$ cat config.mk
export PLATFORM = sky130hd
export DESIGN_NAME = key_serializer
export DESIGN_NICKNAME = d
export VERILOG_FILES = /design/src/rtl/key_serializer.sv
export SDC_FILE = /design/constraint.sdc
export NUM_CORES = 1
export LEC_CHECK = 0
export ABC_AREA = 1
export CORE_AREA = 5 5 46 87
export DETAILED_ROUTE_END_ITERATION = 10
export DIE_AREA = 0 0 51 92
export PLACE_DENSITY = 0.8
export RECOVER_POWER = 25
export SLEW_MARGIN = 40
export SYNTH_ARGS = -nofsm -noshare
export SYNTH_HDL_FRONTEND = slang
export SYNTH_SLANG_ARGS = --single-unit
$ cat constraint.sdc
create_clock -name clock -period 1.9 [get_ports clock]
set_input_delay 0.38 -clock clock [delete_from_list [all_inputs] [get_ports clock]]
set_output_delay 0.38 -clock clock [all_outputs]
set_load 0.02 [all_outputs]
$ cat src/rtl/key_serializer.sv
// Reads the stored key back out of the key buffer in index order and serialises it
// LSB-first into exactly KEY_BITS bits under a valid/ready handshake, zero-padding short keys.
module key_serializer #(
    parameter int CHAR_WIDTH  = 8,
    parameter int KEY_BITS    = 64,
    parameter int INDEX_WIDTH = 4
) (
    input  logic                   clock,
    input  logic                   reset,
    input  logic                   start,
    input  logic [INDEX_WIDTH-1:0] key_len,
    output logic [INDEX_WIDTH-1:0] rd_addr,
    output logic                   rd_en,
    input  logic [CHAR_WIDTH-1:0]  rd_data,
    output logic                   bit_out,
    output logic                   bit_valid,
    input  logic                   bit_ready,
    output logic                   busy,
    output logic                   done
);

    localparam int NCHARS = KEY_BITS / CHAR_WIDTH;
    localparam int CNT_W  = $clog2(NCHARS + 1);
    localparam int BIT_W  = $clog2(KEY_BITS + 1);
    localparam int POS_W  = $clog2(CHAR_WIDTH + 1);
    localparam logic [31:0] NCHARS_U = 32'(NCHARS);

    typedef enum logic [2:0] {
        S_IDLE,
        S_FETCH,
        S_LOAD,
        S_SHIFT,
        S_DONE
    } state_e;

    state_e                state_q,    state_d;
    logic [CHAR_WIDTH-1:0] shift_q,    shift_d;
    logic [BIT_W-1:0]      bit_cnt_q,  bit_cnt_d;
    logic [CNT_W-1:0]      char_cnt_q, char_cnt_d;
    logic [POS_W-1:0]      pos_q,      pos_d;
    logic [CNT_W-1:0]      eff_len_q,  eff_len_d;
    logic [CNT_W-1:0]      start_len;

    // Over-long keys are clamped so reads never go past the last character that fits.
    always_comb begin
        if (32'(key_len) > NCHARS_U) begin
            start_len = CNT_W'(NCHARS);
        end else begin
            start_len = CNT_W'(key_len);
        end
    end

    // NOTE: every signal written here gets a default first, so no path can infer a latch.
    always_comb begin
        state_d    = state_q;
        shift_d    = shift_q;
        bit_cnt_d  = bit_cnt_q;
        char_cnt_d = char_cnt_q;
        pos_d      = pos_q;
        eff_len_d  = eff_len_q;
        rd_en      = 1'b0;
        rd_addr    = '0;

        unique case (state_q)
            S_IDLE: begin
                if (start) begin
                    eff_len_d  = start_len;
                    bit_cnt_d  = '0;
                    char_cnt_d = '0;
                    pos_d      = '0;
                    state_d    = S_FETCH;
                end
            end
            S_FETCH: begin
                if (char_cnt_q < eff_len_q) begin
                    rd_en   = 1'b1;
                    rd_addr = INDEX_WIDTH'(char_cnt_q);
                    state_d = S_LOAD;
                end else begin
                    shift_d = '0;
                    state_d = S_SHIFT;
                end
            end
            S_LOAD: begin
                shift_d = rd_data;
                state_d = S_SHIFT;
            end
            S_SHIFT: begin
                if (bit_ready) begin
                    shift_d   = shift_q >> 1;
                    bit_cnt_d = bit_cnt_q + BIT_W'(1);
                    if (pos_q == POS_W'(CHAR_WIDTH - 1)) begin
                        pos_d      = '0;
                        char_cnt_d = char_cnt_q + CNT_W'(1);
                        state_d    = (bit_cnt_d == BIT_W'(KEY_BITS)) ? S_DONE : S_FETCH;
                    end else begin
                        pos_d = pos_q + POS_W'(1);
                    end
                end
            end
            S_DONE: begin
                state_d = S_IDLE;
            end
            default: begin
                state_d = S_IDLE;
            end
        endcase
    end

    // NOTE: state registers use non-blocking assignments so all flops update together.
    always_ff @(posedge clock or posedge reset) begin
        if (reset) begin
            state_q    <= S_IDLE;
            shift_q    <= '0;
            bit_cnt_q  <= '0;
            char_cnt_q <= '0;
            pos_q      <= '0;
            eff_len_q  <= '0;
        end else begin
            state_q    <= state_d;
            shift_q    <= shift_d;
            bit_cnt_q  <= bit_cnt_d;
            char_cnt_q <= char_cnt_d;
            pos_q      <= pos_d;
            eff_len_q  <= eff_len_d;
        end
    end

    assign bit_valid = (state_q == S_SHIFT);
    assign bit_out   = bit_valid & shift_q[0];
    assign busy      = (state_q == S_FETCH) || (state_q == S_LOAD) || (state_q == S_SHIFT);
    assign done      = (state_q == S_DONE);

endmodule

==> impl_summary.log <==
INFO  metric status = finished with violations
INFO  metric failed_checks = setup timing
INFO  metric post_synth_most_frequent_cells = 42 x sky130_fd_sc_hd__nand2_1, 30 x sky130_fd_sc_hd__dfrtp_1, 25 x sky130_fd_sc_hd__inv_1
INFO  metric first_pass_grt_wire_length = 6670 um
INFO  metric vdd_drop_max = 1.17 mV
INFO  metric synthesis_warnings = 0
INFO  metric synth_top_flop_cell = sky130_fd_sc_hd__dfrtp_1
INFO  metric port-buffer-count = 24
INFO  metric synthXorXnorAreaFrac = 0.534%
INFO  metric synthesized_area_fraction_occupied_by_ao_oa_aoi_and_oai_cells = 14.3%
INFO  metric wirelength = 3720 um
INFO  metric synth.area.top_cells = sky130_fd_sc_hd__dfrtp_1 46%, sky130_fd_sc_hd__nand2_1 9.6%, sky130_fd_sc_hd__nand3_1 6.4%
INFO  metric cellPowerDensity = 1470 nW/um2
INFO  metric die_area = 4690 um2
INFO  metric vias = 1499
INFO  metric area_delta_synth_final = 32.6%
INFO  metric core_area = 3230 um2
INFO  metric numCtsBuffers = 5
INFO  metric max-cap-violations = 0
INFO  metric worst_setup_path_start_kind = register
INFO  metric power.static_leakage = 1.06 nW
INFO  metric fp.dieH = 92 um
INFO  metric finalNonFillerCells = 282
INFO  metric cts_sinks = 30
INFO  metric netlist_instances = 203
INFO  metric critical_path_peak_fanout = 6
INFO  metric fp-row-count = 29
INFO  metric placed_cells = 271
INFO  metric ys_ff_latch = 30
INFO  metric area_share_of_the_largest_cell_type_after_synthesis = 45.8%
INFO  metric worst_clock_skew = 0.00436 ns
INFO  metric post_synth_fa_ha_maj_area_fraction = 5.34%
INFO  metric worstMarginPinSlew = 0.731 ns
INFO  metric final_nets = 273
INFO  metric period_share = 104%
INFO  metric antenna-diode-count = 0
INFO  metric cts_max_path_buffers = 2
INFO  metric synth_top_family_by_area = simple AND/OR/NAND/NOR gates
INFO  metric layout-drive-gt1-share = 21.1%
INFO  metric timing.final.max_slew_violations = 0
INFO  metric viasPerCell = 5.32
INFO  metric grt_usage = 18.4%
INFO  metric clock.fmax = 505 MHz
INFO  metric synthMostInstantiatedCell = sky130_fd_sc_hd__nand2_1
INFO  metric design.portCount = 25
INFO  metric finalSetupViolCount = 5
INFO  metric rsz0062_at_grt = true
INFO  metric muxShareOfSynthArea = 0%
INFO  metric largest_net_degree_at_the_start_of_global_routing = 31
INFO  metric place.detailed.hpwl = 2840 um
INFO  metric drtAntennaViolNets = 0
INFO  metric die_x = 51 um
INFO  metric antenna_found_initial = 0
INFO  metric cp.arrival = 1.60 ns
INFO  metric post-synth-top-area-cell = sky130_fd_sc_hd__dfrtp_1
INFO  metric synth.avg_cell_area = 8.07 um2
INFO  metric layout.core_utilization = 67.3%
INFO  metric timing.critical_path.to_type = output pin
INFO  metric min_path_type = register to register
INFO  metric number_of_global_route_vias_before_repair = 1605
INFO  metric number_of_h_tree_levels = 2
INFO  metric synth.lib_cells_used.distinct = 27
INFO  metric average_detailed_routed_wire_length_per_instance = 13.2 um
INFO  metric tritoncts = yes
INFO  metric first_pass_iters = 4
INFO  metric worst_case_headroom_to_the_max_slew_limit = 51.3%
INFO  metric cp.required = 1.52 ns
INFO  metric synth_enable_flop_cells = 0
INFO  metric fin_ws = -0.0790 ns
INFO  metric post_cts_hold_buffer_count = 0
INFO  metric timing.setup.critical_path_class = register to output pin
INFO  metric synthSimpleGateAreaFrac = 25.8%
INFO  metric final_hold_viol_count = 0
INFO  metric synth_async_sr_flop_share = 100%
INFO  metric ctsRootBufferMaster = sky130_fd_sc_hd__clkbuf_8
INFO  metric gr-total-overflow = 0
INFO  metric initial_utilization = 50.8%
INFO  metric post-route-drc-count = 0
INFO  metric layout_min_cycle_time = 1.98 ns
INFO  metric synth_seq_area_share = 45.8%
INFO  metric synth_area = 1640 um2
INFO  metric final.fill_count = 244
INFO  metric globalplace.congestion = 0.879
INFO  metric syn_nets = 226
INFO  metric worst_skew_pair_latency = 0.28 ns
INFO  metric clk_pin_slew = 0.06 ns
INFO  metric detailedRoute.firstIterationViolations = 22
-- where the power goes --
part / switching, mW / internal [mW]
combinational: 0.976 / 0.680
sequential: 0.153 / 0.871
clock: 0.229 / 0.292
total: 1.36 / 1.84
-- cell type report --
cell class / count / area (um2) / area share [%]
multi-input combinational: 140 / 805 / 37.0
sequential: 30 / 751 / 34.5
timing repair buffer: 44 / 375 / 17.3
inverter: 29 / 113 / 5.18
clock buffer: 7 / 86.3 / 3.97
tap: 31 / 38.8 / 1.78
clock inverter: 1 / 5.00 / 0.230
-- worst paths after layout --
kind                               from      endpoint  slack [ns]  cells after the start
min in group asynchronous         reset  eff_len_q[0]        0.74                      3
hold reg to reg                pos_q[3]      pos_q[3]        0.48                      2
hold / removal                 pos_q[3]      pos_q[3]        0.48                      2
setup / recovery           eff_len_q[3]    rd_addr[3]       -0.08                      6
setup reg to reg           eff_len_q[3]    shift_q[1]        0.19                      9
max in group asynchronous         reset  bit_cnt_q[6]        0.69                      3
-- logic make-up after synthesis --
kind of cell	Yosys count
DFF	30
buffers and inverters	33
AOI/OAI and AO/OA	40
xor gates and xnor gates	1
adders and majority gates	7
and+or+nand+nor	92
-- routing by layer --
metal	track usage, %	routed length, um	vias to the layer above
met2	33.8	2110	30
met1	18.8	1370	693
met5	0	0	-
met4	9.21	132	0
li1	-	-	764
met3	3.73	108	12
-- through the flow --
stage	hold WS, ns	setup TNS [ns]	power (mW)	instance area (um2)	worst slack (ns)
after floorplan	0.443	0	2.03	1640	0.211
after global placement	0.465	-1.05	2.54	2020	-0.218
after detailed placement	0.474	-1.27	2.57	2020	-0.279
after CTS	0.487	-0.187	3.17	2160	-0.0664
after global routing	0.512	-0.753	3.48	2170	-0.165
final	0.484	-0.316	3.20	2170	-0.0790
-- worst max-delay path, cell delays in order (launching register included) --
cell	delay [ns]
sky130_fd_sc_hd__dfrtp_1	0.35
sky130_fd_sc_hd__inv_1	0.11
sky130_fd_sc_hd__ha_4	0.22
sky130_fd_sc_hd__a21oi_2	0.21
sky130_fd_sc_hd__nand3_4	0.16
sky130_fd_sc_hd__nor2_4	0.14
sky130_fd_sc_hd__buf_6	0.12
-- layout by cell type, fill, tap and decap left out, types with 3 or more instances in the layout --
master / instances
sky130_fd_sc_hd__dfrtp_1: 30
sky130_fd_sc_hd__nor2_2: 4
sky130_fd_sc_hd__ha_1: 6
sky130_fd_sc_hd__inv_1: 25
sky130_fd_sc_hd__nand3_2: 3
sky130_fd_sc_hd__a21oi_1: 5
sky130_fd_sc_hd__clkbuf_8: 6
sky130_fd_sc_hd__nand3_1: 20
sky130_fd_sc_hd__buf_4: 22
sky130_fd_sc_hd__nor3_1: 3
sky130_fd_sc_hd__nand2_1: 42
sky130_fd_sc_hd__o21ai_1: 10
sky130_fd_sc_hd__a22oi_1: 7
sky130_fd_sc_hd__clkdlybuf4s50_1: 14
sky130_fd_sc_hd__o21ai_0: 10
sky130_fd_sc_hd__nor2_1: 11
-- registers in the layout, indices dropped and copies added, names as in the netlist --
name	flops
shift_q	8
bit_cnt_q	7
char_cnt_q	4
eff_len_q	4
pos_q	4
state_q	3
-- what timing repair did --
action	4_1_cts	5_1_grt
pin swaps	5	1
setup buffers	3	0
cloned	0	0
resized for setup	37	10
setup endpoints to repair	9	10
(Power assumes the default switching activity.)
